### src/rtl/cursor_select_ctrl_if.sv
// Bus between the cursor/selection controller and the rest of the matching game.
// master: the controller (drives cursor, selection and clear request).
// slave : the environment (buttons, tile memory, clear writer).
interface cursor_select_ctrl_if #(
  parameter int BITS_PER_BLOCK = 6,
  parameter int BLOCKS_WIDE    = 4,
  parameter int BLOCKS_HIGH    = 2
) ();
  localparam int N  = BLOCKS_WIDE * BLOCKS_HIGH;
  localparam int CW = BLOCKS_WIDE + 1;

  logic                        btn_up;
  logic                        btn_down;
  logic                        btn_left;
  logic                        btn_right;
  logic                        btn_sel;
  logic [BITS_PER_BLOCK*N-1:0] vid_mem;
  logic [CW-1:0]               cursor;
  logic [N-1:0]                selected;
  logic [1:0]                  selectedCount;
  logic                        clear_valid;
  logic [CW-1:0]               clear_idx_a;
  logic [CW-1:0]               clear_idx_b;
  logic                        clear_ready;
  logic                        match_fail;

  modport master (
    input  btn_up, btn_down, btn_left, btn_right, btn_sel, vid_mem, clear_ready,
    output cursor, selected, selectedCount, clear_valid, clear_idx_a, clear_idx_b,
           match_fail
  );

  modport slave (
    output btn_up, btn_down, btn_left, btn_right, btn_sel, vid_mem, clear_ready,
    input  cursor, selected, selectedCount, clear_valid, clear_idx_a, clear_idx_b,
           match_fail
  );
endinterface

### src/rtl/cursor_select_ctrl.sv
// Player-input controller for the tile matching game: button synchronise and
// debounce, cursor movement over the grid, two-tile selection, match/mismatch
// resolution against vid_mem, and the clear handshake.
// Build option: define CURSOR_WRAP_EN to make cursor moves wrap at grid edges;
// without it the cursor stops at the edge.
module cursor_select_ctrl #(
  parameter int BITS_PER_BLOCK  = 6,
  parameter int BLOCKS_WIDE     = 4,
  parameter int BLOCKS_HIGH     = 2,
  parameter int DEBOUNCE_CYCLES = 250000,
  parameter int SHOW_CYCLES     = 25000000
) (
  input logic                 clk,
  input logic                 rst,
  cursor_select_ctrl_if.master bus
);
  localparam int N    = BLOCKS_WIDE * BLOCKS_HIGH;
  localparam int CW   = BLOCKS_WIDE + 1;
  localparam int DB_W = (DEBOUNCE_CYCLES > 1) ? $clog2(DEBOUNCE_CYCLES) : 1;
  localparam int SH_W = (SHOW_CYCLES > 1) ? $clog2(SHOW_CYCLES) : 1;

  localparam int BTN_UP    = 0;
  localparam int BTN_DOWN  = 1;
  localparam int BTN_LEFT  = 2;
  localparam int BTN_RIGHT = 3;
  localparam int BTN_SEL   = 4;

  typedef enum logic [1:0] {IDLE, COMPARE, CLEAR, SHOW} state_t;

  logic [4:0]            btn_raw;
  logic [4:0]            sync_p0;
  logic [4:0]            sync_p1;
  logic [4:0]            db_lvl;
  logic [DB_W-1:0]       db_cnt [5];
  logic [4:0]            press_p2;

  state_t                state;
  logic [CW-1:0]         cursor;
  logic [N-1:0]          selected;
  logic [1:0]            sel_cnt;
  logic                  clear_valid;
  logic [CW-1:0]         clear_idx_a;
  logic [CW-1:0]         clear_idx_b;
  logic                  match_fail;
  logic [SH_W-1:0]       show_cnt;

  logic [CW-1:0]         cur_next;
  int                    row_c;
  int                    col_c;
  logic                  move_any;
  logic                  sel_go;
  logic [N-1:0]          cur_mask;
  logic [BITS_PER_BLOCK-1:0] cur_code;
  logic [CW-1:0]         lo_idx;
  logic [CW-1:0]         hi_idx;
  logic                  lo_found;
  logic [BITS_PER_BLOCK-1:0] code_lo;
  logic [BITS_PER_BLOCK-1:0] code_hi;

  assign btn_raw = {bus.btn_sel, bus.btn_right, bus.btn_left, bus.btn_down, bus.btn_up};

  // Stage p0/p1: two-flop synchroniser; stage p2: debounce and press-edge pulse
  always_ff @(posedge clk) begin
    if (rst) begin
      sync_p0  <= '0;
      sync_p1  <= '0;
      db_lvl   <= '0;
      press_p2 <= '0;
      for (int i = 0; i < 5; i++) db_cnt[i] <= '0;
    end else begin
      sync_p0 <= btn_raw;
      sync_p1 <= sync_p0;
      for (int i = 0; i < 5; i++) begin
        press_p2[i] <= 1'b0;
        if (sync_p1[i] == db_lvl[i]) begin
          db_cnt[i] <= '0;
        end else if (db_cnt[i] == DB_W'(DEBOUNCE_CYCLES - 1)) begin
          db_lvl[i]   <= sync_p1[i];
          db_cnt[i]   <= '0;
          press_p2[i] <= sync_p1[i];
        end else begin
          db_cnt[i] <= db_cnt[i] + 1'b1;
        end
      end
    end
  end

  // Next cursor position from the highest-priority move pulse
  always_comb begin
    cur_next = cursor;
    row_c    = int'(cursor) / BLOCKS_WIDE;
    col_c    = int'(cursor) % BLOCKS_WIDE;
    if (press_p2[BTN_UP]) begin
      if (row_c > 0) cur_next = CW'(int'(cursor) - BLOCKS_WIDE);
`ifdef CURSOR_WRAP_EN
      else cur_next = CW'(int'(cursor) + BLOCKS_WIDE * (BLOCKS_HIGH - 1));
`endif
    end else if (press_p2[BTN_DOWN]) begin
      if (row_c < BLOCKS_HIGH - 1) cur_next = CW'(int'(cursor) + BLOCKS_WIDE);
`ifdef CURSOR_WRAP_EN
      else cur_next = CW'(int'(cursor) - BLOCKS_WIDE * (BLOCKS_HIGH - 1));
`endif
    end else if (press_p2[BTN_LEFT]) begin
      if (col_c > 0) cur_next = CW'(int'(cursor) - 1);
`ifdef CURSOR_WRAP_EN
      else cur_next = CW'(int'(cursor) + BLOCKS_WIDE - 1);
`endif
    end else if (press_p2[BTN_RIGHT]) begin
      if (col_c < BLOCKS_WIDE - 1) cur_next = CW'(int'(cursor) + 1);
`ifdef CURSOR_WRAP_EN
      else cur_next = CW'(int'(cursor) - (BLOCKS_WIDE - 1));
`endif
    end
  end

  assign move_any = |press_p2[BTN_RIGHT:BTN_UP];
  assign sel_go   = press_p2[BTN_SEL] & ~move_any;
  assign cur_mask = N'(1) << cursor;
  assign cur_code = bus.vid_mem[int'(cursor)*BITS_PER_BLOCK +: BITS_PER_BLOCK];

  // Locate the lower and higher selected tile for the compare step
  always_comb begin
    lo_idx   = '0;
    hi_idx   = '0;
    lo_found = 1'b0;
    for (int i = 0; i < N; i++) begin
      if (selected[i]) begin
        if (!lo_found) lo_idx = CW'(i);
        lo_found = 1'b1;
        hi_idx   = CW'(i);
      end
    end
  end

  assign code_lo = bus.vid_mem[int'(lo_idx)*BITS_PER_BLOCK +: BITS_PER_BLOCK];
  assign code_hi = bus.vid_mem[int'(hi_idx)*BITS_PER_BLOCK +: BITS_PER_BLOCK];

  // Cursor register and selection FSM; all outputs registered here
  always_ff @(posedge clk) begin
    if (rst) begin
      state       <= IDLE;
      cursor      <= '0;
      selected    <= '0;
      sel_cnt     <= '0;
      clear_valid <= 1'b0;
      clear_idx_a <= '0;
      clear_idx_b <= '0;
      match_fail  <= 1'b0;
      show_cnt    <= '0;
    end else begin
      cursor     <= cur_next;
      match_fail <= 1'b0;
      case (state)
        IDLE: begin
          if (sel_go && (cur_code != '0)) begin
            if ((selected & cur_mask) != '0) begin
              selected <= selected & ~cur_mask;
              sel_cnt  <= sel_cnt - 2'd1;
            end else begin
              selected <= selected | cur_mask;
              sel_cnt  <= sel_cnt + 2'd1;
              if (sel_cnt == 2'd1) state <= COMPARE;
            end
          end
        end
        COMPARE: begin
          if (code_lo == code_hi) begin
            clear_idx_a <= lo_idx;
            clear_idx_b <= hi_idx;
            clear_valid <= 1'b1;
            state       <= CLEAR;
          end else begin
            match_fail <= 1'b1;
            show_cnt   <= SH_W'(SHOW_CYCLES - 1);
            state      <= SHOW;
          end
        end
        CLEAR: begin
          if (bus.clear_ready) begin
            clear_valid <= 1'b0;
            selected    <= '0;
            sel_cnt     <= '0;
            state       <= IDLE;
          end
        end
        SHOW: begin
          if (show_cnt == '0) begin
            selected <= '0;
            sel_cnt  <= '0;
            state    <= IDLE;
          end else begin
            show_cnt <= show_cnt - 1'b1;
          end
        end
        default: state <= IDLE;
      endcase
    end
  end

  assign bus.cursor        = cursor;
  assign bus.selected      = selected;
  assign bus.selectedCount = sel_cnt;
  assign bus.clear_valid   = clear_valid;
  assign bus.clear_idx_a   = clear_idx_a;
  assign bus.clear_idx_b   = clear_idx_b;
  assign bus.match_fail    = match_fail;
endmodule

### src/flat_wrapper.sv
// flat-port wrapper written by rule: the top's interface ports become plain ports
module cursor_select_ctrl_flat 
#(
  parameter int BITS_PER_BLOCK  = 6,
  parameter int BLOCKS_WIDE     = 4,
  parameter int BLOCKS_HIGH     = 2,
  parameter int DEBOUNCE_CYCLES = 250000,
  parameter int SHOW_CYCLES     = 25000000
)
  (clk, rst, bus_btn_up, bus_btn_down, bus_btn_left, bus_btn_right, bus_btn_sel, bus_vid_mem, bus_clear_ready, bus_cursor, bus_selected, bus_selectedCount, bus_clear_valid, bus_clear_idx_a, bus_clear_idx_b, bus_match_fail);
  cursor_select_ctrl_if #(.BITS_PER_BLOCK(BITS_PER_BLOCK), .BLOCKS_WIDE(BLOCKS_WIDE), .BLOCKS_HIGH(BLOCKS_HIGH)) bus_i ();
  input logic clk;
  input logic rst;
  input wire logic [$bits(bus_i.btn_up)-1:0] bus_btn_up;
  input wire logic [$bits(bus_i.btn_down)-1:0] bus_btn_down;
  input wire logic [$bits(bus_i.btn_left)-1:0] bus_btn_left;
  input wire logic [$bits(bus_i.btn_right)-1:0] bus_btn_right;
  input wire logic [$bits(bus_i.btn_sel)-1:0] bus_btn_sel;
  input wire logic [$bits(bus_i.vid_mem)-1:0] bus_vid_mem;
  input wire logic [$bits(bus_i.clear_ready)-1:0] bus_clear_ready;
  output wire logic [$bits(bus_i.cursor)-1:0] bus_cursor;
  output wire logic [$bits(bus_i.selected)-1:0] bus_selected;
  output wire logic [$bits(bus_i.selectedCount)-1:0] bus_selectedCount;
  output wire logic [$bits(bus_i.clear_valid)-1:0] bus_clear_valid;
  output wire logic [$bits(bus_i.clear_idx_a)-1:0] bus_clear_idx_a;
  output wire logic [$bits(bus_i.clear_idx_b)-1:0] bus_clear_idx_b;
  output wire logic [$bits(bus_i.match_fail)-1:0] bus_match_fail;
  assign bus_i.btn_up = bus_btn_up;
  assign bus_i.btn_down = bus_btn_down;
  assign bus_i.btn_left = bus_btn_left;
  assign bus_i.btn_right = bus_btn_right;
  assign bus_i.btn_sel = bus_btn_sel;
  assign bus_i.vid_mem = bus_vid_mem;
  assign bus_i.clear_ready = bus_clear_ready;
  assign bus_cursor = bus_i.cursor;
  assign bus_selected = bus_i.selected;
  assign bus_selectedCount = bus_i.selectedCount;
  assign bus_clear_valid = bus_i.clear_valid;
  assign bus_clear_idx_a = bus_i.clear_idx_a;
  assign bus_clear_idx_b = bus_i.clear_idx_b;
  assign bus_match_fail = bus_i.match_fail;
  cursor_select_ctrl #(.BITS_PER_BLOCK(BITS_PER_BLOCK), .BLOCKS_WIDE(BLOCKS_WIDE), .BLOCKS_HIGH(BLOCKS_HIGH), .DEBOUNCE_CYCLES(DEBOUNCE_CYCLES), .SHOW_CYCLES(SHOW_CYCLES)) u_core (.clk(clk), .rst(rst), .bus(bus_i));
endmodule
### config.mk
export PLATFORM = sky130hd
export DESIGN_NAME = cursor_select_ctrl_flat
export DESIGN_NICKNAME = d
export VERILOG_FILES = /design/src/rtl/cursor_select_ctrl_if.sv /design/src/rtl/cursor_select_ctrl.sv /design/src/flat_wrapper.sv
export SDC_FILE = /design/constraint.sdc
export NUM_CORES = 1
export LEC_CHECK = 0
export CAP_MARGIN = 20
export CORE_ASPECT_RATIO = 0.5
export CORE_MARGIN = 2
export CORE_UTILIZATION = 55
export DETAILED_ROUTE_END_ITERATION = 12
export HOLD_SLACK_MARGIN = 0.15
export PLACE_DENSITY = 0.77
export SYNTH_ARGS = -nofsm -noshare
export SYNTH_HDL_FRONTEND = slang
export SYNTH_SLANG_ARGS = --single-unit
### constraint.sdc
create_clock -name clk -period 7.9 [get_ports clk]
set_input_delay 0.79 -clock clk [delete_from_list [all_inputs] [get_ports clk]]
set_output_delay 0.79 -clock clk [all_outputs]
set_load 0.01 [all_outputs]
==> impl.org <==
** Clocking
- The H-tree generated during clock tree synthesis spans 4 levels.
- Clock tree synthesis selected as its root buffer the cell clkbuf_16.
- TritonCTS built the clock tree.
- In this run, CTS created clock tree buffers numbering 17.
- Once the clock tree was built, the setup fixing pass inserted 0 buffers.
- Later-pin clock latency in the skew report :: approximately 0.42 ns
- After clock tree synthesis, the clock-pin slew on the worst setup and hold paths is around 0.060 ns.
- Hold-fix buffers, CTS :: 0
- CTS sink count :: 160
- Once the clock tree was built, the resizer swapped 0 gates to a different size.
- Clock Path Buffers :: 2

** Timing
- Max Clock Skew :: 0.00706 ns
- Setup repair after global routing left no endpoint under its margin.
- Setup total negative slack on the finished layout was measured at 0 ns.
- Fin. max-slew vios :: 0
- Derived from the worst setup path, the maximum achievable clock frequency is 254 MHz.
- Counting I/O delays and the setup requirement, the final critical path takes a little under 4 ns.
- Measured against its own limit, the worst slew margin works out to a little under half.
- Setup-violating endpoint count in the final report :: 0
- Count of final hold-check violations :: 0
- At the pin with the least slew margin, the transition time is about 0.8 ns.
- Of the available clock period, the critical path in the final layout requires around 50%.

** Global routing
- The initial antenna violation count came to 0.
- GRT Resource Usage Total :: 26.1%
- The first global-routing pass estimated ~37000 um of wire.
- Pin count of the biggest net entering global routing :: 69
- The number of global-route vias before repair came to roughly 7500.
- The total overflow left after global routing is 0.

** Synth
- Counting instances in the post-synthesis netlist gives the leading cell types as 170 x nor2_1, 90 x edfxtp_1, 70 x dfxtp_1, 68 x nand2_1, 57 x xnor2_1.
- Portion of the post-synthesis area used by sequential elements :: roughly 44%
- After synthesis, the share of flip-flops with an asynchronous set or reset is 0%.
- Synthesis inferred 160 register bits.
- Yosys printed 0 warnings.
- Yosys mapped a number of flops with a built-in enable equal to 90.
- The most used flip-flop cell after synthesis is edfxtp_1.
- Count of unique library cells instantiated by Yosys :: 78
- After synthesis the cells add up to a little over 9000 um^2.
- Yosys top cell area share :: ~29%
- After synthesis, the mean cell area works out to between 9 and 10 um^2.
- Cell taking the most area after synthesis :: edfxtp_1
- Dominant cell by count in the synthesized netlist :: nor2_1
- Area contributors post-synth :: edfxtp_1 29%, dfxtp_1 15%, nor2_1 6.9%
- Post-synthesis instance total :: between 1000 and 1500

** Min path
- The worst hold path belongs to the class flop to flop.
- Start point of the worst min-delay path :: u_core.sync_p0[2]
- The path with the worst hold slack has its endpoint at u_core.sync_p1[2].
- WHS Path Cells :: 1

** Final layout
- Fraction of the core area covered by cells at the end of the flow :: approximately two thirds
- Fraction of final layout cells sized beyond drive strength 1 :: 5.46%
- Once layout is done, the placed cells without fillers occupy around 11000 um^2.
- Final cell count without fillers :: between 1000 and 1500
- The final layout contains 1230 nets.
- Number of antenna cells inserted :: 0
- Relative area change from synthesis to final layout :: 19.3%

** Setup path
- CP Max Fanout :: 21
- Path depth of the worst reg2reg path :: 10
- Crit path required time :: between 8 and 9 ns
- STA classifies the critical path endpoint as a flop.
- Critical path launch point type :: flop
- Worst endpoint data arrival time :: roughly 4.3 ns
- Reg-to-Reg End :: u_core.bus.clear_idx_a[1]
- Flop2flop setup slack :: ~4 ns
- The critical path in this run is classified as flop to flop.
- Reg-to-reg startpoint :: u_core.bus.selected[7]

** Routing
- In the final routed layout, each cell accounts on average for between 15 and 20 um.
- For this run, design rule violations remaining after detail routing come to 0.
- After detailed routing, no signal wire sits above met4.
- For this block, the routed nets add up to between 20000 and 25000 um of wire.
- Count of TritonRoute iterations in the first routing pass :: 5
- Wire segments on met2 add up to around 11000 um in the final route.
- Violation count after the first detailed-routing iteration :: between 400 and 500
- In this run the remaining antenna-violating nets after routing total 0.
- The routed layout has ~8000 vias.
- The routed design uses approximately 1400 um of met3 wire.
- Via/cell ratio :: ~5.7
- After detailed routing, the wire length on met1 is around 10000 um.

** Floorplanning
- Standard-cell row count :: 33
- For this configuration, the core starts out at a cell density of a little under three fifths.
- From bottom edge to top edge, the die measures 96.0 um.
- Die width :: approximately 190 um
- Pin placement for this block handled between 80 and 90 I/O pins.
- The die covers about 18000 um^2.
- Core ar. :: 16500 um^2

** Place
- Post-detailed-placement cell area :: about 10000 um^2
- In this run, placement finished with an instance count of between 1000 and 1500.
- Port bufs :: roughly 80
- HPWL reported at the end of detailed placement :: roughly 16000 um
- Routability congestion estimate :: between 0.9 and 1

** Status
- The run finished with clean final reports.

** Pwr
- In this run the static leakage power is 3.99 nW.
- Dividing total power by cell area gives a power density of ~170 nW/um^2.
- The design draws approximately 1.9 mW.
- VDD IR max :: around 0.18 mV

** Run
- Number of max-capacitance violations reported :: 0
[metal layers]
layer | global-route usage, % | vias up
li1 | - | 3868
met1 | 33.0 | 3780
met2 | 44.8 | 274
met3 | 4.96 | 51
met4 | 11.0 | 0
met5 | 0 | -
[worst max-delay path by stage]
stage	end	slack, ns	startpoint	cells past startpoint
6_report	u_core.bus.clear_idx_a[1]	3.96	u_core.bus.selected[7]	10
5_1_grt	u_core.show_cnt[9]	3.66	u_core.bus.selected[7]	10
4_1_cts	u_core.bus.clear_idx_a[1]	3.93	u_core.bus.selected[7]	10
3_5_place_dp	u_core.bus.clear_idx_a[1]	3.95	u_core.bus.selected[7]	10
3_3_place_gp	u_core.bus.clear_idx_a[1]	4.01	u_core.bus.selected[7]	10
2_1_floorplan	u_core.bus.selected[1]	5.14	bus_vid_mem[12]	10
[flip-flops by register name, indices dropped and copies added, names as in the netlist]
name	count
u_core.bus.clear_idx_a	3
u_core.bus.clear_idx_b	3
u_core.bus.clear_valid	1
u_core.bus.cursor	5
u_core.bus.match_fail	1
u_core.bus.selected	8
u_core.bus.selectedCount	2
u_core.db_cnt	90
u_core.db_lvl	5
u_core.press_p2	5
u_core.show_cnt	25
u_core.state	2
u_core.sync_p0	5
u_core.sync_p1	5
[logic make-up after synthesis]
kind of cell | after synthesis | synth area share (%)
fa+ha+maj | 14 | 1.96
xor+xnor | 105 | 9.87
compound gates | 162 | 11.7
buf+inv | 71 | 3.59
flops | 160 | 44.1
mux | 24 | 2.65
simple gates | 478 | 26.1
other cells | 2 | 0.0806
[per-stage QoR]
stage / hold WS [ns] / worst slack (ns)
floorplan: 0.414 / 5.14
global placement: 0.421 / 4.01
detailed placement: 0.434 / 3.95
CTS: 0.451 / 3.93
global route: 0.467 / 3.66
finish: 0.447 / 3.96
[layout by cell type (no fill, tap or decap), drive strengths merged, types with 6 or more instances in the layout]
master	count
or2	7
nor3	24
or4	16
xor2	48
o21ai	28
o22ai	8
nand3b	8
xnor2	57
conb	94
a21oi	58
and3	29
a211oi	18
nor2b	13
nand4	19
clkbuf	26
a22oi	8
nor4b	10
dfxtp	70
edfxtp	90
clkdlybuf4s50	77
mux2i	19
nor4	29
nand3	52
ha	13
or3	12
inv	26
nor2	171
nand2	69
nand2b	6
[report_power, final]
group / total [mW] / leakage (nW) / switching, mW / internal [mW]
Clock: 0.844 / 0.312 / 0.331 / 0.513
Sequential: 0.924 / 1.49 / 0.0227 / 0.901
Combinational: 0.109 / 2.19 / 0.0573 / 0.0521
Total: 1.88 / 3.99 / 0.411 / 1.47
[critical path: stages (launching register included)]
cell      delay (ns)
dfxtp_1         0.60
and2b_1         0.26
nor2_1          0.07
o21ai_2         0.66
mux2_2          0.43
o221ai_2        0.18
xor2_1          0.23
and4b_1         0.28
nand2_1         0.47
a2111o_1        0.55
a21oi_1         0.13
[cell type report]
type                       count  area, um^2
inverter                      25        93.8
fill                        1329        5370
timing repair buffer          79         783
clock inverter                 6        35.0
sequential                   160        4100
clock buffer                  26         586
tap                          227         284
multi-input combinational    877        5220
Note: power is estimated with default switching activity, not from simulation.
